**config.mk**
```make
export PLATFORM = sky130hd
export DESIGN_NAME = mfp_multi_digit_display
export DESIGN_NICKNAME = d
export VERILOG_FILES = /design/src/rtl/mfp_display_pkg.sv /design/src/rtl/mfp_hex_to_7seg.sv /design/src/rtl/mfp_multi_digit_display.sv
export SDC_FILE = /design/constraint.sdc
export NUM_CORES = 1
export LEC_CHECK = 0
export BUFFER_PORTS_ARGS = -buffer_cell sky130_fd_sc_hd__buf_4
export CAP_MARGIN = 20
export CORE_ASPECT_RATIO = 1.25
export CORE_MARGIN = 3
export CORE_UTILIZATION = 35
export DETAILED_ROUTE_END_ITERATION = 8
export GPL_TIMING_DRIVEN = 0
export MAX_ROUTING_LAYER = met4
export PLACE_DENSITY_LB_ADDON = 0.08
export SYNTH_ARGS = -nofsm -noshare
export SYNTH_HDL_FRONTEND = slang
export SYNTH_SLANG_ARGS = --single-unit
```
**constraint.sdc**
```tcl
create_clock -name HCLK -period 4.8 [get_ports HCLK]
set_input_delay 1.2 -clock HCLK [delete_from_list [all_inputs] [get_ports HCLK]]
set_output_delay 1.2 -clock HCLK [all_outputs]
set_load 0.05 [all_outputs]
```
**src/rtl/mfp_display_pkg.sv**
```systemverilog
// Shared glyph table and sizing helper for the multi-digit seven-segment driver.
// Glyphs are active-high with bit 0 = segment a ... bit 6 = segment g.
package mfp_display_pkg;

    localparam logic [6:0] SEG_0     = 7'b0111111;
    localparam logic [6:0] SEG_1     = 7'b0000110;
    localparam logic [6:0] SEG_2     = 7'b1011011;
    localparam logic [6:0] SEG_3     = 7'b1001111;
    localparam logic [6:0] SEG_4     = 7'b1100110;
    localparam logic [6:0] SEG_5     = 7'b1101101;
    localparam logic [6:0] SEG_6     = 7'b1111101;
    localparam logic [6:0] SEG_7     = 7'b0000111;
    localparam logic [6:0] SEG_8     = 7'b1111111;
    localparam logic [6:0] SEG_9     = 7'b1101111;
    localparam logic [6:0] SEG_A     = 7'b1110111;
    localparam logic [6:0] SEG_B     = 7'b1111100;
    localparam logic [6:0] SEG_C     = 7'b0111001;
    localparam logic [6:0] SEG_D     = 7'b1011110;
    localparam logic [6:0] SEG_E     = 7'b1111001;
    localparam logic [6:0] SEG_F     = 7'b1110001;
    localparam logic [6:0] SEG_BLANK = 7'b0000000;

    // Bits needed to hold 0..value-1, never less than one.
    function automatic int clog2(input int value);
        int r;
        r = 1;
        for (int i = 1; i < 31; i++) begin
            if ((32'sd1 << i) < value) begin
                r = i + 1;
            end
        end
        return r;
    endfunction

endpackage

```
**src/rtl/mfp_hex_to_7seg.sv**
```systemverilog
// Combinational hex nibble to active-high seven-segment glyph, with forced blank.
module mfp_hex_to_7seg
    import mfp_display_pkg::*;
(
    input  logic [3:0] hex,
    input  logic       blank,
    output logic [6:0] seg
);

    // Glyph lookup; blank overrides the nibble.
    always_comb begin
        seg = SEG_BLANK;
        if (blank) begin
            seg = SEG_BLANK;
        end else begin
            case (hex)
                4'h0:    seg = SEG_0;
                4'h1:    seg = SEG_1;
                4'h2:    seg = SEG_2;
                4'h3:    seg = SEG_3;
                4'h4:    seg = SEG_4;
                4'h5:    seg = SEG_5;
                4'h6:    seg = SEG_6;
                4'h7:    seg = SEG_7;
                4'h8:    seg = SEG_8;
                4'h9:    seg = SEG_9;
                4'hA:    seg = SEG_A;
                4'hB:    seg = SEG_B;
                4'hC:    seg = SEG_C;
                4'hD:    seg = SEG_D;
                4'hE:    seg = SEG_E;
                4'hF:    seg = SEG_F;
                default: seg = SEG_BLANK;
            endcase
        end
    end

endmodule

```
**src/rtl/mfp_multi_digit_display.sv**
```systemverilog
// N-digit hex display driver: snapshot register, leading-zero blanking, blink,
// static per-digit segment buses and a multiplexed scan port with dead time.
module mfp_multi_digit_display
    import mfp_display_pkg::*;
#(
    parameter int N_DIGITS       = 6,
    parameter int SCAN_DIV       = 50000,
    parameter int BLINK_DIV      = 64,
    parameter bit SEG_ACTIVE_LOW = 1'b1,
    parameter bit SEL_ACTIVE_LOW = 1'b1
)
(
    input  logic                    HCLK,
    input  logic                    HRESETn,
    input  logic                    load,
    input  logic [4*N_DIGITS-1:0]   value,
    input  logic [N_DIGITS-1:0]     dp_in,
    input  logic                    blank_lz,
    input  logic [N_DIGITS-1:0]     blink_mask,
    output logic [7*N_DIGITS-1:0]   seg_static,
    output logic [N_DIGITS-1:0]     dp_static,
    output logic [6:0]              seg_scan,
    output logic                    dp_scan,
    output logic [N_DIGITS-1:0]     digit_sel
);

    localparam int PW = clog2(SCAN_DIV);
    localparam int IW = clog2(N_DIGITS);
    localparam int BW = clog2(BLINK_DIV);

    // XOR masks: internal logic is active-high, polarity applied only at the outputs.
    localparam logic [6:0]          SEG_POL = {7{SEG_ACTIVE_LOW}};
    localparam logic [N_DIGITS-1:0] DP_POL  = {N_DIGITS{SEG_ACTIVE_LOW}};
    localparam logic [N_DIGITS-1:0] SEL_POL = {N_DIGITS{SEL_ACTIVE_LOW}};

    logic [4*N_DIGITS-1:0] value_r;
    logic [N_DIGITS-1:0]   dp_r;
    logic [PW-1:0]         prescaler_r;
    logic [IW-1:0]         index_r;
    logic [BW-1:0]         round_r;
    logic                  phase_r;

    logic [PW-1:0]         prescaler_nxt_s;
    logic [IW-1:0]         index_nxt_s;
    logic                  wrap_s;
    logic                  dead_s;
    logic [N_DIGITS-1:0]   blank_s;
    logic [7*N_DIGITS-1:0] seg_dec_s;
    logic [N_DIGITS-1:0]   dp_dec_s;
    logic [3:0]            scan_hex_s;
    logic                  scan_blank_s;
    logic                  scan_dp_s;
    logic [6:0]            scan_seg_s;
    logic [N_DIGITS-1:0]   sel_oh_s;

    logic [7*N_DIGITS-1:0] seg_static_r;
    logic [N_DIGITS-1:0]   dp_static_r;
    logic [6:0]            seg_scan_r;
    logic                  dp_scan_r;
    logic [N_DIGITS-1:0]   digit_sel_r;

    // Snapshot of value and decimal points on the load strobe.
    always_ff @(posedge HCLK or negedge HRESETn) begin
        if (!HRESETn) begin
            value_r <= {(4*N_DIGITS){1'b0}};
            dp_r    <= {N_DIGITS{1'b0}};
        end else if (load) begin
            value_r <= value;
            dp_r    <= dp_in;
        end else begin
            value_r <= value_r;
            dp_r    <= dp_r;
        end
    end

    // Next scan position; wrap_s marks the end of a full round of digits.
    always_comb begin
        prescaler_nxt_s = prescaler_r + PW'(1);
        index_nxt_s     = index_r;
        wrap_s          = 1'b0;
        if (prescaler_r == PW'(SCAN_DIV - 1)) begin
            prescaler_nxt_s = {PW{1'b0}};
            if (index_r == IW'(N_DIGITS - 1)) begin
                index_nxt_s = {IW{1'b0}};
                wrap_s      = 1'b1;
            end else begin
                index_nxt_s = index_r + IW'(1);
            end
        end else begin
            index_nxt_s = index_r;
        end
    end

    // Scan prescaler, digit index and blink phase registers.
    always_ff @(posedge HCLK or negedge HRESETn) begin
        if (!HRESETn) begin
            prescaler_r <= {PW{1'b0}};
            index_r     <= {IW{1'b0}};
            round_r     <= {BW{1'b0}};
            phase_r     <= 1'b0;
        end else begin
            prescaler_r <= prescaler_nxt_s;
            index_r     <= index_nxt_s;
            if (wrap_s) begin
                if (round_r == BW'(BLINK_DIV - 1)) begin
                    round_r <= {BW{1'b0}};
                    phase_r <= ~phase_r;
                end else begin
                    round_r <= round_r + BW'(1);
                end
            end else begin
                round_r <= round_r;
            end
        end
    end

    // Per-digit blanking: leading-zero run from the top digit (a set dp stops it) plus blink.
    always_comb begin
        logic run_v;
        run_v   = 1'b1;
        blank_s = {N_DIGITS{1'b0}};
        for (int i = N_DIGITS - 1; i >= 0; i--) begin
            run_v      = run_v && (value_r[4*i +: 4] == 4'h0) && !dp_r[i];
            blank_s[i] = (blank_lz && run_v && (i != 0)) || (phase_r && blink_mask[i]);
        end
    end

    for (genvar g = 0; g < N_DIGITS; g++) begin : g_static_dec
        mfp_hex_to_7seg u_dec (
            .hex   (value_r[4*g +: 4]),
            .blank (blank_s[g]),
            .seg   (seg_dec_s[7*g +: 7])
        );
    end

    assign dp_dec_s = dp_r & ~blank_s;

    // Select the digit that will be shown in the next cycle of the scan.
    always_comb begin
        scan_hex_s   = 4'h0;
        scan_blank_s = 1'b1;
        scan_dp_s    = 1'b0;
        sel_oh_s     = {N_DIGITS{1'b0}};
        for (int i = 0; i < N_DIGITS; i++) begin
            if (index_nxt_s == IW'(i)) begin
                scan_hex_s   = value_r[4*i +: 4];
                scan_blank_s = blank_s[i];
                scan_dp_s    = dp_dec_s[i];
                sel_oh_s[i]  = 1'b1;
            end else begin
                sel_oh_s[i]  = 1'b0;
            end
        end
    end

    mfp_hex_to_7seg u_scan_dec (
        .hex   (scan_hex_s),
        .blank (scan_blank_s),
        .seg   (scan_seg_s)
    );

    // First cycle of every slot is dead time so the outgoing digit does not ghost.
    assign dead_s = (prescaler_nxt_s == {PW{1'b0}});

    // Output registers with polarity applied.
    always_ff @(posedge HCLK or negedge HRESETn) begin
        if (!HRESETn) begin
            seg_static_r <= {N_DIGITS{SEG_POL}};
            dp_static_r  <= DP_POL;
            seg_scan_r   <= SEG_POL;
            dp_scan_r    <= SEG_ACTIVE_LOW;
            digit_sel_r  <= SEL_POL;
        end else begin
            seg_static_r <= seg_dec_s ^ {N_DIGITS{SEG_POL}};
            dp_static_r  <= dp_dec_s ^ DP_POL;
            if (dead_s) begin
                seg_scan_r  <= SEG_POL;
                dp_scan_r   <= SEG_ACTIVE_LOW;
                digit_sel_r <= SEL_POL;
            end else begin
                seg_scan_r  <= scan_seg_s ^ SEG_POL;
                dp_scan_r   <= scan_dp_s ^ SEG_ACTIVE_LOW;
                digit_sel_r <= sel_oh_s ^ SEL_POL;
            end
        end
    end

    assign seg_static = seg_static_r;
    assign dp_static  = dp_static_r;
    assign seg_scan   = seg_scan_r;
    assign dp_scan    = dp_scan_r;
    assign digit_sel  = digit_sel_r;

endmodule
```
# --- Yosys cells after proc, flatten, opt, wreduce, memory -nomap -nowiden ---
# Memory sizes are Yosys's and may differ from the RTL's.
# Index checks and enable logic that the tools add are counted.
totals:
  memories: 7
  regBits: 118
  in_bits: 40
  rom_bits: 784
  latchBits: 0
  ramBits: 0
  out_inout_bits: 62
classes:
  div_mod_pow: 0
  multipliers: 0
  n_bitwise: 8
  n_shift: 0
  n_addsub: 3
  muxes: 40
  magnitude_cmp: 0
  reduce_logical: 38
  eq_ne: 8
mem_list:
  columns: ["name", "depth", "width", "rd", "rd_ports_with_merged_regs", "wr", "line", "source"]
  rows:
  - ["(name not given)", 16, 7, 1, 0, 0, "mfp_hex_to_7seg.sv:16", "case (hex)"]
  - ["(name not given)", 16, 7, 1, 0, 0, "mfp_hex_to_7seg.sv:16", null]
  - ["(name not given)", 16, 7, 1, 0, 0, "mfp_hex_to_7seg.sv:16", null]
  - ["(name not given)", 16, 7, 1, 0, 0, "mfp_hex_to_7seg.sv:16", null]
  - ["(name not given)", 16, 7, 1, 0, 0, "mfp_hex_to_7seg.sv:16", null]
  - ["(name not given)", 16, 7, 1, 0, 0, "mfp_hex_to_7seg.sv:16", null]
  - ["+1 memories", null, null, null, null, null, null, null]
op_table:
  columns: ["cell", "count"]
  rows:
  - ["2-to-1 mux 7 bit", 8]
  - ["NOT 42 bit", 1]
  - ["2-to-1 mux 4 bit", 6]
  - ["2-to-1 mux 1 bit", 21]
  - ["logical AND 1 bit", 20]
  - ["zero test 4 bit", 5]
  - ["NOT 6 bit", 3]
  - ["adder 16 x 1 -> 16 bit, second input constant", 1]
  - ["== test 16 bit, second input constant", 1]
  - ["zero test 16 bit", 1]
  - ["2-to-1 mux 16 bit", 1]
  - ["2-to-1 mux 6 bit", 2]
  - ["== test 3 bit, second input constant", 3]
  - ["NOT 7 bit", 1]
  - ["adder 6 x 1 -> 6 bit, second input constant", 1]
  - ["AND 6 bit", 1]
  - ["== test 3 x 2 -> 1 bit, second input constant", 2]
  - ["== test 6 bit, second input constant", 1]
  - ["2-to-1 mux 3 bit", 2]
  - ["zero test 1 bit", 5]
  - ["logical OR 1 bit", 5]
  - ["adder 3 x 1 -> 3 bit, second input constant", 1]
  - ["== test 3 x 1 -> 1 bit, second input constant", 1]
  - ["zero test 3 bit", 1]
  - ["other kinds (2)", 3]

# --- Longest topological paths before layout ---
logic_depth:
  word_depth: 22
  depth_mapped: 15

# --- Modules after synthesis ---
# Synthesis repeated with hierarchy kept, for this count alone.
unflattened:
  cells_unflattened: 720
  area_unflattened_um2: 7188.1
modules_own_cells:
  columns: ["module", "area_per_inst_um2", "cells_each", "seq_area_each_um2", "instances"]
  rows:
  - ["mfp_multi_digit_display", 5310.1, 489, 3030.4, 1]
  - ["mfp_hex_to_7seg (g_static_dec[1].u_dec ...)", 269.0, 33, 0.0, 6]
  - ["mfp_hex_to_7seg (g_static_dec[0].u_dec)", 264.0, 33, 0.0, 1]

# --- Least setup slack after synthesis ---
# Ideal clock, no wire load.
synth_timing:
  path_type: "reg-to-reg"
  start: "register prescaler_r[0]"
  end: "register seg_scan_r[4], in the netlist seg_scan[4]"
  arrival_time_ns: 2.719
  stages_incl_launch_ff: 15
  period_less_slack_ns: 2.804
  setup_time_ns: 0.084
  slack_ns: 1.996
  cell_sequence: "dfrtp_1 -> ha_1 -> and3_1 -> and4_1 -> buf_4 -> xnor2_2 -> inv_1 -> a31oi_1 -> nand4b_1 -> o221a_2 -> inv_1 -> ha_1 -> inv_1 -> or3_1 -> o2111ai_1"
synth_via:
  elab_chain_len: 13
  elab_cells_between_ends: 27
synth_rtl:
  columns: ["item", "line", "source"]
  rows:
  - ["start: declaration", "mfp_multi_digit_display.sv:38", "logic [PW-1:0] prescaler_r;"]
  - ["start signal: assignment", "mfp_multi_digit_display.sv:97", "prescaler_r <= {PW{1'b0}};"]
  - ["start signal: assignment", "mfp_multi_digit_display.sv:102", "prescaler_r <= prescaler_nxt_s;"]
  - ["== test 16 bit *", "mfp_multi_digit_display.sv:81", "if (prescaler_r == PW'(SCAN_DIV - 1)) begin"]
  - ["2-to-1 mux 3 bit *", "mfp_multi_digit_display.sv:81", null]
  - ["via index_nxt_s[0]", "mfp_multi_digit_display.sv:44", "logic [IW-1:0] index_nxt_s;"]
  - ["zero test 3 bit", "mfp_multi_digit_display.sv:145", "if (index_nxt_s == IW'(i)) begin"]
  - ["2-to-1 mux 4 bit (6 in series)", "mfp_multi_digit_display.sv:145", null]
  - ["memory (16 x 7 bit)", null, null]
  - ["2-to-1 mux 7 bit *", "mfp_hex_to_7seg.sv:13", "if (blank) begin"]
  - ["NOT 7 bit (no source line) *", null, null]
  - ["2-to-1 mux 7 bit *", "mfp_multi_digit_display.sv:176", "if (dead_s) begin"]
  - ["end signal: assignment", "mfp_multi_digit_display.sv:181", "seg_scan_r <= scan_seg_s ^ SEG_POL;"]
  - ["end: declaration", "mfp_multi_digit_display.sv:58", "logic [6:0] seg_scan_r;"]
# Mark *: on every way through the listed nets, which the timed path passes. The rest lies on a longest branch.
# A chain may end at the register's enable or synchronous reset.

# --- Final worst setup path ---
# Same ends and word-level chain as after synthesis.

==> results.py <==
metrics = {
    "status": {
        "outcome": "completed",
    },
    "logic_synthesis": {
        "synth_top_family_by_area": "simple AND/OR/NAND/NOR gates",
        "synth.top_cell.area_share": 0.246,
        "synthAdderAreaFrac": 0.0749,
        "yosysUniqueCellTypes": 68,
        "synth-xor-area-share": 0.0249,
        "synth_edf_count": 0,
        "synth_compound_area_frac": 0.174,
        "async_reset_ff_frac": 1.00,
        "ys_top_cells_by_count": "88 x nand2_1, 62 x dfstp_2, 56 x dfrtp_1",
        "syn-num-nets": 763,
        "yosysMostFrequentCell": "nand2_1",
        "netlist_top_cells_area": "dfstp_2 25%, dfrtp_1 21%, ha_1 7.2%, nand2_1 5.0%, mux2_2 3.4%",
        "netlist_area_sq_um": 6630,
        "ys_seq_area_frac": 0.457,
        "synth-simple-area-share": 0.182,
        "ys_ff_latch": 118,
        "avgSynthCellArea_sq_um": 9.68,
        "yosysTopAreaCell": "dfstp_2",
        "synthMuxAreaShare": 0.0430,
        "synth-main-ff-cell": "dfstp_2",
        "yosysWarnings": 0,
        "synthCells": 685,
    },
    "worst_setup_path": {
        "crit_start": "prescaler_r[0]",
        "cp_top_family": "simple AND/OR/NAND/NOR gates",
        "path_cells": "ha_1, and3_1, and4_1, buf_4, xnor2_2, inv_1, a31oi_1, nand4b_1, o221a_2, inv_1, ha_1, inv_1, or3_1, o2111ai_1",
        "critPathLaunchType": "flip-flop",
        "reg2reg_to": "seg_scan[4]",
        "worstPathRequired_ns": 5.13,
        "ff2ff_path_depth": 14,
        "crit_top_cell": "inv_1",
        "r2r_slack_ns": 1.32,
        "slowest_delay_ns": 0.42,
        "worst-path-buf-inv": 4,
        "cp.arrival_ns": 3.80,
        "cpMaxStageDelayCell": "dfrtp_1",
        "endpoint_kind": "flip-flop",
        "crit_fanout": 8,
        "worstSetupPathType": "reg2reg",
        "r2r-start": "prescaler_r[0]",
    },
    "routing": {
        "wl_um": 18200,
        "drtPass1Iterations": 4,
        "viasPerCell": 5.33,
        "drc": 0,
        "antenna_left": 0,
        "drt_iter0_markers": 287,
        "vias": 5580,
        "wire_per_inst_um": 17.4,
    },
    "global_routing": {
        "grt_remaining_overflow": 0,
        "grt_pass1_vias": 5706,
        "grt_pass1_wl_um": 29700,
        "antenna_found_initial": 0,
        "grt_max_degree": 66,
        "grt_usage": 0.188,
    },
    "power": {
        "ir_drop_mv": 0.239,
        "powerDensity_nw_per_um2": 389,
        "p_leak_nw": 3.66,
    },
    "timing": {
        "max_freq_ghz": 0.288,
        "fin_skew_ns": 0.0237,
        "worst_slew_pin_slew_ns": 0.890,
        "final_max_slew_viol_count": 0,
        "slew_headroom": 0.407,
        "tns_ns": 0,
        "period_minus_slack_ns": 3.48,
        "rsz0062_at_grt": "no",
        "period_share": 0.724,
        "hold_viol": 0,
        "holdWs_ns": 0.445,
        "setup_viol": 0,
    },
    "cts": {
        "post_cts_buffers": 0,
        "clock-sinks": 118,
        "root_buffer": "clkbuf_16",
        "h-tree-depth": 4,
        "post_cts_resized": 0,
        "clock_latency_ns": 0.43,
        "postCtsHoldBufs": 0,
        "cts_tree": "built",
        "cts-buffers-inserted": 17,
        "path_clk_slew_ns": 0.06,
        "clock_path_buffers": 2,
    },
    "layout": {
        "area_growth_pct": 25.3,
        "diodes": 0,
        "n_fill_cell": 1753,
        "drive_gt1_frac": 0.289,
        "finalNetCount": 883,
        "final_cells": 1046,
    },
    "job": {
        "drv_cap": 0,
    },
    "floorplan": {
        "core_sq_um": 18400,
        "die_y_um": 160,
        "initial_core_util": 0.361,
        "ios": 102,
        "die_width_um": 129,
        "std_cell_rows": 55,
        "die-area_sq_um": 20700,
    },
    "placed_design": {
        "dpl.hpwl_um": 13600,
        "dp.cells": 1014,
        "port_buffers": 100,
        "gp_congestion": 0.876,
    },
    "hold_path": {
        "hold_path.class": "reg2reg",
        "min_to": "dp_static[3]",
        "hold_depth": 1,
        "holdCritStartpoint": "dp_r[3]",
    },
}
[logic make-up after synthesis]
| family | count (synthesis) |
|---|---|
| fa+ha+maj | 40 |
| flops | 118 |
| xor+xnor | 18 |
| mux | 26 |
| compound gates | 172 |
| buf+inv | 70 |
| simple gates | 241 |
[per-layer routing]
layer / part of all wire / track usage / vias up
li1: - / - / 2683
met1: 0.43 / 0.231 / 2749
met2: 0.50 / 0.300 / 123
met3: 0.040 / 0.0371 / 25
met4: 0.025 / 0.0774 / 0
met5: 0 / - / -
[worst max path at each step]
stage | slack (ns) | end | cells past startpoint
after global routing | 1.10 | seg_scan[4] | 14
after floorplan | 2.00 | seg_scan[4] | 14
final | 1.32 | seg_scan[4] | 14
after CTS | 1.33 | seg_scan[4] | 14
after global placement | 1.34 | seg_scan[4] | 14
after detailed placement | 1.34 | seg_scan[4] | 14
[worst reg2reg max path, cell delays in order, from the launching register on]
cell       delay, ns
dfrtp_1         0.42
ha_1            0.30
and3_1          0.25
and4_1          0.19
buf_4           0.17
xnor2_2         0.30
inv_1           0.22
a31oi_1         0.21
nand4b_1        0.19
o221a_2         0.23
inv_1           0.14
ha_1            0.20
inv_1           0.07
or3_1           0.37
o2111ai_1       0.11
[cell usage in the layout, fill, tap and decap left out, types with 32 or more instances in the layout]
| cell type | instances |
|---|---|
| clkbuf_1 | 32 |
| dfrtp_1 | 56 |
| dfstp_2 | 62 |
| nand2_1 | 88 |
| buf_4 | 101 |
| nor2_1 | 40 |
| a21oi_1 | 33 |
| o21ai_0 | 38 |
| ha_1 | 38 |
[where the power goes]
group | leakage [nW] | internal [mW] | total, mW | switching, mW
clock network | 0.296 | 0.868 | 1.31 | 0.439
registers | 1.36 | 1.14 | 1.19 | 0.0486
logic | 2.00 | 0.240 | 0.735 | 0.494
total | 3.66 | 2.25 | 3.23 | 0.982
[stage by stage]
step | power [mW] | util | worst slack (ns) | instance area [sq um]
floorplan | 1.71 | - | 2.00 | 6630
global placement | 1.94 | 0.417 | 1.34 | 7670
detailed placement | 1.95 | 0.419 | 1.34 | 7700
CTS | 3.28 | 0.452 | 1.33 | 8310
global route | 3.39 | 0.452 | 1.10 | 8310
finish | 3.23 | 0.452 | 1.32 | 8310
[sequential cells by signal, indices dropped and copies added, names as in the netlist]
register     count
digit_sel        6
dp_r             6
dp_scan          1
dp_static        6
index_r          3
phase_r          1
prescaler_r     16
round_r          6
seg_scan         7
seg_static      42
value_r         24
[final cells by class]
class / instances / area [sq um] / share of cell area
repair buffers: 101 / 782 / 0.0941
plain buffers: 41 / 185 / 0.0223
multi-input cells: 497 / 3310 / 0.398
flip-flops and latches: 118 / 3030 / 0.365
well taps: 228 / 285 / 0.0343
clock inverters: 8 / 120 / 0.0144
inverters: 29 / 109 / 0.0131
clock buffers: 24 / 492 / 0.0592
No activity file was read; power rests on OpenSTA's default activity.
